[src/rtl/spi_pkg.sv]
// Shared definitions for the SPI master shift engine.
//   spi_state_e : engine states IDLE -> SETUP -> XFER -> HOLD -> GAP -> IDLE
//   DATA_W      : transfer width in bits
//   MODE0..3    : SPI modes as {cpol, cpha} pairs
package spi_pkg;

   localparam int DATA_W = 8;

   typedef enum logic [2:0] {
      IDLE  = 3'd0,
      SETUP = 3'd1,
      XFER  = 3'd2,
      HOLD  = 3'd3,
      GAP   = 3'd4
   } spi_state_e;

   typedef struct packed {
      logic cpol;
      logic cpha;
   } spi_mode_t;

   localparam spi_mode_t MODE0 = '{cpol: 1'b0, cpha: 1'b0};
   localparam spi_mode_t MODE1 = '{cpol: 1'b0, cpha: 1'b1};
   localparam spi_mode_t MODE2 = '{cpol: 1'b1, cpha: 1'b0};
   localparam spi_mode_t MODE3 = '{cpol: 1'b1, cpha: 1'b1};

endpackage

[src/rtl/spi_master_shifter_if.sv]
// Byte handshake and SPI pin bundle for spi_master_shifter.
//   tx_data/tx_valid/tx_ready : byte in. A byte moves on a clk edge where
//                               tx_valid and tx_ready are both high; tx_valid
//                               seen while tx_ready is low has no effect and
//                               tx_data need only be stable at that edge.
//   rx_data/rx_valid          : byte out; rx_valid is a one-cycle strobe,
//                               there is no back-pressure on it.
//   busy                      : transfer in progress
//   sclk/mosi/miso/cs_n       : SPI pins
// Modports: master = the SPI engine, slave = the user of the engine.
interface spi_master_shifter_if
   import spi_pkg::*;
   ();

   logic [DATA_W-1:0] tx_data;
   logic              tx_valid;
   logic              tx_ready;
   logic [DATA_W-1:0] rx_data;
   logic              rx_valid;
   logic              busy;
   logic              sclk;
   logic              mosi;
   logic              miso;
   logic              cs_n;

   modport master (
      input  tx_data, tx_valid, miso,
      output tx_ready, rx_data, rx_valid, busy, sclk, mosi, cs_n
   );

   modport slave (
      output tx_data, tx_valid, miso,
      input  tx_ready, rx_data, rx_valid, busy, sclk, mosi, cs_n
   );

endinterface

[src/rtl/spi_clk_gen.sv]
// sclk timing generator: a CLK_DIV half-period down-counter.
//   clk, reset : system clock, asynchronous active-low reset
//   en_i       : high while a transfer is in SETUP/XFER/HOLD/GAP
//   edge_o     : one-cycle strobe every CLK_DIV cycles while enabled
//   leading_o  : strobe is a leading edge (first, third, ... strobe)
module spi_clk_gen #(
   parameter int CLK_DIV = 2
) (
   input  logic clk,
   input  logic reset,
   input  logic en_i,
   output logic edge_o,
   output logic leading_o
);

   localparam logic [7:0] RELOAD = 8'(CLK_DIV - 1);

   logic [7:0] cnt_q, cnt_d;
   logic       phase_q, phase_d;

   // Counter rests at CLK_DIV-1 while disabled so the first strobe lands
   // exactly CLK_DIV cycles after the engine leaves IDLE.
   always_comb begin
      cnt_d   = cnt_q;
      phase_d = phase_q;
      if (!en_i) begin
         cnt_d   = RELOAD;
         phase_d = 1'b0;
      end else if (cnt_q == 8'd0) begin
         cnt_d   = RELOAD;
         phase_d = ~phase_q;
      end else begin
         cnt_d = cnt_q - 8'd1;
      end
   end

   always_ff @(posedge clk or negedge reset) begin
      if (!reset) begin
         cnt_q   <= 8'd0;
         phase_q <= 1'b0;
      end else begin
         cnt_q   <= cnt_d;
         phase_q <= phase_d;
      end
   end

   assign edge_o    = en_i && (cnt_q == 8'd0);
   assign leading_o = ~phase_q;

endmodule

[src/rtl/spi_master_shifter.sv]
// SPI master shift engine feeding the 8-bit capture register stage.
//   clk, reset  : system clock, asynchronous active-low reset
//   bus         : byte handshake + SPI pins (master modport)
//   dbg_state_o : current engine state
// One byte per transfer, MSB first. rx_valid pulses for one cycle when
// rx_data is loaded, at the HOLD -> GAP transition.
module spi_master_shifter
   import spi_pkg::*;
#(
   parameter int   CLK_DIV = 2,
   parameter logic CPOL    = 1'b0,
   parameter logic CPHA    = 1'b0
) (
   input  logic                 clk,
   input  logic                 reset,
   spi_master_shifter_if.master bus,
   output spi_state_e           dbg_state_o
);

   spi_state_e        state_q;
   logic              sclk_q, mosi_q, cs_n_q, tx_ready_q, busy_q, rx_valid_q;
   logic [DATA_W-1:0] tx_sr_q, rx_sr_q, rx_data_q;
   logic [3:0]        edge_cnt_q;

   logic sclk_edge, leading, sample, drive;

   spi_clk_gen #(.CLK_DIV(CLK_DIV)) u_clk_gen (
      .clk       (clk),
      .reset     (reset),
      .en_i      (state_q != IDLE),
      .edge_o    (sclk_edge),
      .leading_o (leading)
   );

   // CPHA=0: sample on leading edges, shift out on trailing edges (the
   // first bit goes out at accept, the last trailing edge shifts nothing).
   // CPHA=1: shift out on leading edges, sample on trailing edges.
   assign sample = CPHA ? ~leading : leading;
   assign drive  = CPHA ? leading : (~leading && (edge_cnt_q != 4'd15));

   always_ff @(posedge clk or negedge reset) begin
      if (!reset) begin
         state_q    <= IDLE;
         sclk_q     <= CPOL;
         mosi_q     <= 1'b0;
         cs_n_q     <= 1'b1;
         tx_ready_q <= 1'b1;
         busy_q     <= 1'b0;
         rx_data_q  <= '0;
         rx_valid_q <= 1'b0;
         tx_sr_q    <= '0;
         rx_sr_q    <= '0;
         edge_cnt_q <= 4'd0;
      end else begin
         rx_valid_q <= 1'b0;
         case (state_q)
            IDLE: begin
               if (bus.tx_valid && tx_ready_q) begin
                  tx_sr_q    <= bus.tx_data;
                  rx_sr_q    <= '0;
                  edge_cnt_q <= 4'd0;
                  cs_n_q     <= 1'b0;
                  busy_q     <= 1'b1;
                  tx_ready_q <= 1'b0;
                  mosi_q     <= CPHA ? 1'b0 : bus.tx_data[DATA_W-1];
                  state_q    <= SETUP;
               end
            end
            // The SETUP strobe is sclk edge 0, so both states share the
            // edge handling; edge_cnt_q indexes the edge being taken.
            SETUP, XFER: begin
               if (sclk_edge) begin
                  sclk_q <= ~sclk_q;
                  if (sample) rx_sr_q <= {rx_sr_q[DATA_W-2:0], bus.miso};
                  if (drive) begin
                     mosi_q  <= CPHA ? tx_sr_q[DATA_W-1] : tx_sr_q[DATA_W-2];
                     tx_sr_q <= {tx_sr_q[DATA_W-2:0], 1'b0};
                  end
                  if (edge_cnt_q == 4'd15) begin
                     state_q <= HOLD;
                  end else begin
                     edge_cnt_q <= edge_cnt_q + 4'd1;
                     state_q    <= XFER;
                  end
               end
            end
            HOLD: begin
               if (sclk_edge) begin
                  cs_n_q     <= 1'b1;
                  rx_data_q  <= rx_sr_q;
                  rx_valid_q <= 1'b1;
                  mosi_q     <= 1'b0;
                  state_q    <= GAP;
               end
            end
            GAP: begin
               if (sclk_edge) begin
                  tx_ready_q <= 1'b1;
                  busy_q     <= 1'b0;
                  state_q    <= IDLE;
               end
            end
            default: state_q <= IDLE;
         endcase
      end
   end

   assign bus.sclk     = sclk_q;
   assign bus.mosi     = mosi_q;
   assign bus.cs_n     = cs_n_q;
   assign bus.tx_ready = tx_ready_q;
   assign bus.busy     = busy_q;
   assign bus.rx_data  = rx_data_q;
   assign bus.rx_valid = rx_valid_q;
   assign dbg_state_o  = state_q;

endmodule

[src/flat_wrapper.sv]
// flat-port wrapper written by rule: the top's interface ports become plain ports
module spi_master_shifter_flat import spi_pkg::*;
#(
   parameter int   CLK_DIV = 2,
   parameter logic CPOL    = 1'b0,
   parameter logic CPHA    = 1'b0
)
  (clk, reset, dbg_state_o, bus_tx_data, bus_tx_valid, bus_miso, bus_tx_ready, bus_rx_data, bus_rx_valid, bus_busy, bus_sclk, bus_mosi, bus_cs_n);
  spi_master_shifter_if bus_i ();
  input  logic clk;
  input  logic reset;
  output spi_state_e dbg_state_o;
  input wire logic [$bits(bus_i.tx_data)-1:0] bus_tx_data;
  input wire logic [$bits(bus_i.tx_valid)-1:0] bus_tx_valid;
  input wire logic [$bits(bus_i.miso)-1:0] bus_miso;
  output wire logic [$bits(bus_i.tx_ready)-1:0] bus_tx_ready;
  output wire logic [$bits(bus_i.rx_data)-1:0] bus_rx_data;
  output wire logic [$bits(bus_i.rx_valid)-1:0] bus_rx_valid;
  output wire logic [$bits(bus_i.busy)-1:0] bus_busy;
  output wire logic [$bits(bus_i.sclk)-1:0] bus_sclk;
  output wire logic [$bits(bus_i.mosi)-1:0] bus_mosi;
  output wire logic [$bits(bus_i.cs_n)-1:0] bus_cs_n;
  assign bus_i.tx_data = bus_tx_data;
  assign bus_i.tx_valid = bus_tx_valid;
  assign bus_i.miso = bus_miso;
  assign bus_tx_ready = bus_i.tx_ready;
  assign bus_rx_data = bus_i.rx_data;
  assign bus_rx_valid = bus_i.rx_valid;
  assign bus_busy = bus_i.busy;
  assign bus_sclk = bus_i.sclk;
  assign bus_mosi = bus_i.mosi;
  assign bus_cs_n = bus_i.cs_n;
  spi_master_shifter #(.CLK_DIV(CLK_DIV), .CPOL(CPOL), .CPHA(CPHA)) u_core (.clk(clk), .reset(reset), .bus(bus_i), .dbg_state_o(dbg_state_o));
endmodule
[config.mk]
export PLATFORM = sky130hd
export DESIGN_NAME = spi_master_shifter_flat
export DESIGN_NICKNAME = d
export VERILOG_FILES = /design/src/rtl/spi_pkg.sv /design/src/rtl/spi_master_shifter_if.sv /design/src/rtl/spi_clk_gen.sv /design/src/rtl/spi_master_shifter.sv /design/src/flat_wrapper.sv
export SDC_FILE = /design/constraint.sdc
export NUM_CORES = 1
export LEC_CHECK = 0
export BUFFER_PORTS_ARGS = -buffer_cell sky130_fd_sc_hd__buf_2
export CAP_MARGIN = 5
export CORE_UTILIZATION = 55
export DETAILED_ROUTE_END_ITERATION = 16
export PLACE_DENSITY = 0.8
export SKIP_CTS_REPAIR_TIMING = 1
export SYNTH_ARGS = -nofsm -noshare
export SYNTH_HDL_FRONTEND = slang
export SYNTH_SLANG_ARGS = --single-unit
export TNS_END_PERCENT = 10
[constraint.sdc]
create_clock -name clk -period 6.35 [get_ports clk]
set_input_delay 0.635 -clock clk [delete_from_list [all_inputs] [get_ports clk]]
set_output_delay 0.635 -clock clk [all_outputs]
set_load 0.05 [all_outputs]
==> flow_metrics.py <==
metrics = {
    "place": {
        "placed_cells": 256,
        "dp_hpwl_um": 2830,
        "gp_congestion": 0.789,
        "io_buffers": 28,
    },
    "worst_setup_path": {
        "crit_fanout": 11,
        "worst_ep_required_time_ps": 6540,
        "r2r-start": "u_core.u_clk_gen.cnt_q[0]",
        "path_buf_inv": 1,
        "critical_path.max_stage_delay_ps": 620,
        "startpoint_type": "flop",
        "endpoint_kind": "flop",
        "rr_worst_depth": 6,
        "cpMaxStageDelayCell": "or3_1",
        "path_cells": "inv_1 -> ha_1 -> nor3b_1 -> nand2_2 -> or3_1 -> mux2_4",
        "path_class": "reg -> reg",
        "cp.depth": 6,
        "worstReg2RegEnd": "u_core.bus.rx_data[0]",
        "critPathTopFamily": "simple AND/OR/NAND/NOR gates",
        "cp.arrival_ps": 2460,
        "regToRegSetupSlack_ps": 4080,
    },
    "flow_run": {
        "max-cap-violations": 0,
    },
    "yosys": {
        "synth_common_cells": "43 x dfrtp_1, 16 x nor2_1, 12 x mux2_2, 10 x o2bb2ai_1",
        "yosys-top-cells-area": "dfrtp_1 49%, mux2_2 6.1%, mux2_4 4.8%, o2bb2ai_1 4.0%, a22oi_1 2.7%",
        "synth-seq-cells": 45,
        "synthFlopType": "dfrtp_1",
        "syn_nets": 203,
        "synth_area_um2": 2200,
        "yosysMostFrequentCell": "dfrtp_1",
        "ys_seq_area_frac": 0.512,
        "yosys_warnings": 0,
        "synth_edf_count": 0,
        "synthCells": 188,
        "synth_largest_area_cell": "dfrtp_1",
        "synth.avg_cell_area_um2": 11.7,
        "yosys.area.top_type_share": 0.488,
        "synth_async_sr_flop_share": 1.00,
        "ys_types": 45,
    },
    "sta": {
        "max_slew_margin": 0.371,
        "finalSetupViolCount": 0,
        "tns_ps": 0,
        "hold_violations": 0,
        "period_minus_slack_ps": 2270,
        "worst_pin_slew_ps": 944,
        "min_period_over_period": 0.357,
        "max_freq_mhz": 441,
        "drv_slew": 0,
        "rsz0062_at_grt": "no",
        "skew_ps": 7.50,
    },
    "cts": {
        "cts_buffers": 5,
        "cts_tree": "built",
        "clockBufferDepth": 2,
        "clock_sinks": 45,
        "clk_pin_slew_ps": 80,
        "cts_root_buf": "clkbuf_8",
        "clk_latency_ps": 300,
        "cts.htree.levels": 2,
    },
    "floorplan": {
        "dieArea_um2": 4270,
        "core.rowCount": 22,
        "die_w_um": 65.3,
        "initial_utilization": 0.589,
        "io_pins": 29,
        "die_h_um": 65.3,
        "coreArea_um2": 3740,
    },
    "drt": {
        "first_iter_violations": 142,
        "wl_per_cell_um": 15.3,
        "ant_nets": 0,
        "drtPass1Iterations": 4,
        "drc": 0,
        "routed_via_density": 5.72,
        "num_vias": 1505,
        "wl_um": 4010,
    },
    "layout": {
        "drive_gt1_frac": 0.293,
        "n_antenna_cell": 0,
        "fillers": 309,
        "final_cell_count_no_fill": 263,
        "areaGrowthSynthToFinish_pct": 10.4,
        "nNetsFinal": 230,
    },
    "global_route": {
        "grt_overflow": 0,
        "grt_pass1_wl_um": 7180,
        "grt_max_degree": 46,
        "grt_pass1_vias": 1549,
        "antenna_found_initial": 0,
        "track_usage": 0.225,
    },
    "pwr": {
        "p_leak_nw": 1.13,
        "powerDensity_nw_per_um2": 569,
        "irDropWorstVdd_uv": 337,
    },
    "status": {
        "outcome": "finished, final reports clean",
    },
    "min_path": {
        "hp-class": "in -> async",
    },
}
kinds of logic after synthesis:
group / after synthesis / share of synthesized area
muxes: 20 / 0.114
DFF: 45 / 0.512
adders and majority gates: 3 / 0.0170
buffers and inverters: 16 / 0.0352
xor gates and xnor gates: 9 / 0.0358
AOI/OAI and AO/OA: 44 / 0.151
and+or+nand+nor: 51 / 0.136
cell type report:
type                    count  area [µm²]  area share
repair buffers             28         140      0.0576
clock inverters             1        5.00     0.00206
flip-flops and latches     45        1130       0.464
inverters                   8        30.0      0.0123
clock buffers               6        72.6      0.0298
multi-input cells         127         998       0.410
well taps                  48        60.1      0.0247
report_power, final:
group	internal (mW)	switching (mW)
Sequential	0.408	0.116
Clock	0.0747	0.0891
Combinational	0.281	0.416
how the worst max path moves through the flow:
stage,startpoint,end
4_1_cts,u_core.u_clk_gen.cnt_q[0],u_core.bus.rx_data[0]
5_1_grt,u_core.u_clk_gen.cnt_q[0],u_core.bus.rx_data[6]
3_5_place_dp,u_core.u_clk_gen.cnt_q[0],u_core.bus.rx_data[5]
6_report,u_core.u_clk_gen.cnt_q[0],u_core.bus.rx_data[0]
2_1_floorplan,u_core.dbg_state_o[1],u_core.tx_sr_q[1]
3_3_place_gp,u_core.u_clk_gen.cnt_q[0],u_core.bus.rx_data[0]
worst reg2reg max path, cell delays in order, from the launching register on:
cell	delay, ps
dfrtp_1	400
inv_1	90
ha_1	150
nor3b_1	370
nand2_2	150
or3_1	620
mux2_4	390
layer usage:
| layer | routed length (µm) | up-vias | global-route usage | share of wire |
|---|---|---|---|---|
| met4 | 48 | 0 | 0.101 | 0.012 |
| met2 | 1870 | 28 | 0.347 | 0.47 |
| met1 | 1910 | 733 | 0.298 | 0.48 |
| li1 | - | 738 | - | - |
| met5 | 0 | - | 0 | 0 |
| met3 | 189 | 6 | 0.0590 | 0.047 |
placed cells by master (no fill, tap or decap), types with 3 or more instances in the layout:
cell        n
a22oi_1     8
mux2_2     12
a21oi_1     3
nand2_1     7
or3_1       3
nor2_1     16
dfrtp_1    43
buf_2      28
nand3_1     4
nand2b_1    3
o21ai_0     8
clkbuf_8    5
xnor2_1     4
xor2_1      5
mux2_4      7
ha_1        3
o2bb2ai_1  10
inv_1       8
per-stage QoR:
stage	hold WS [ps]	util	setup slack [ps]	power [mW]	cell area (µm²)
3_5_place_dp	460	0.630	4080	1.23	2360
6_report	467	0.650	4080	1.39	2430
3_3_place_gp	452	0.630	4160	1.21	2360
2_1_floorplan	339	-	4180	1.11	2200
4_1_cts	472	0.650	4070	1.40	2430
5_1_grt	487	0.650	3950	1.49	2430
sequential cells by signal (all words and copies together) (netlist names):
| signal | flops |
|---|---|
| u_core.u_clk_gen.cnt_q | 8 |
| u_core.rx_sr_q | 8 |
| u_core.bus.rx_data | 8 |
| u_core.bus.sclk | 1 |
| u_core.bus.tx_ready | 1 |
| u_core.tx_sr_q | 7 |
| u_core.u_clk_gen.phase_q | 1 |
| u_core.bus.rx_valid | 1 |
| u_core.bus.busy | 1 |
| u_core.dbg_state_o | 3 |
| u_core.bus.cs_n | 1 |
| u_core.bus.mosi | 1 |
| u_core.edge_cnt_q | 4 |
Power figures use the tool's default switching activity.
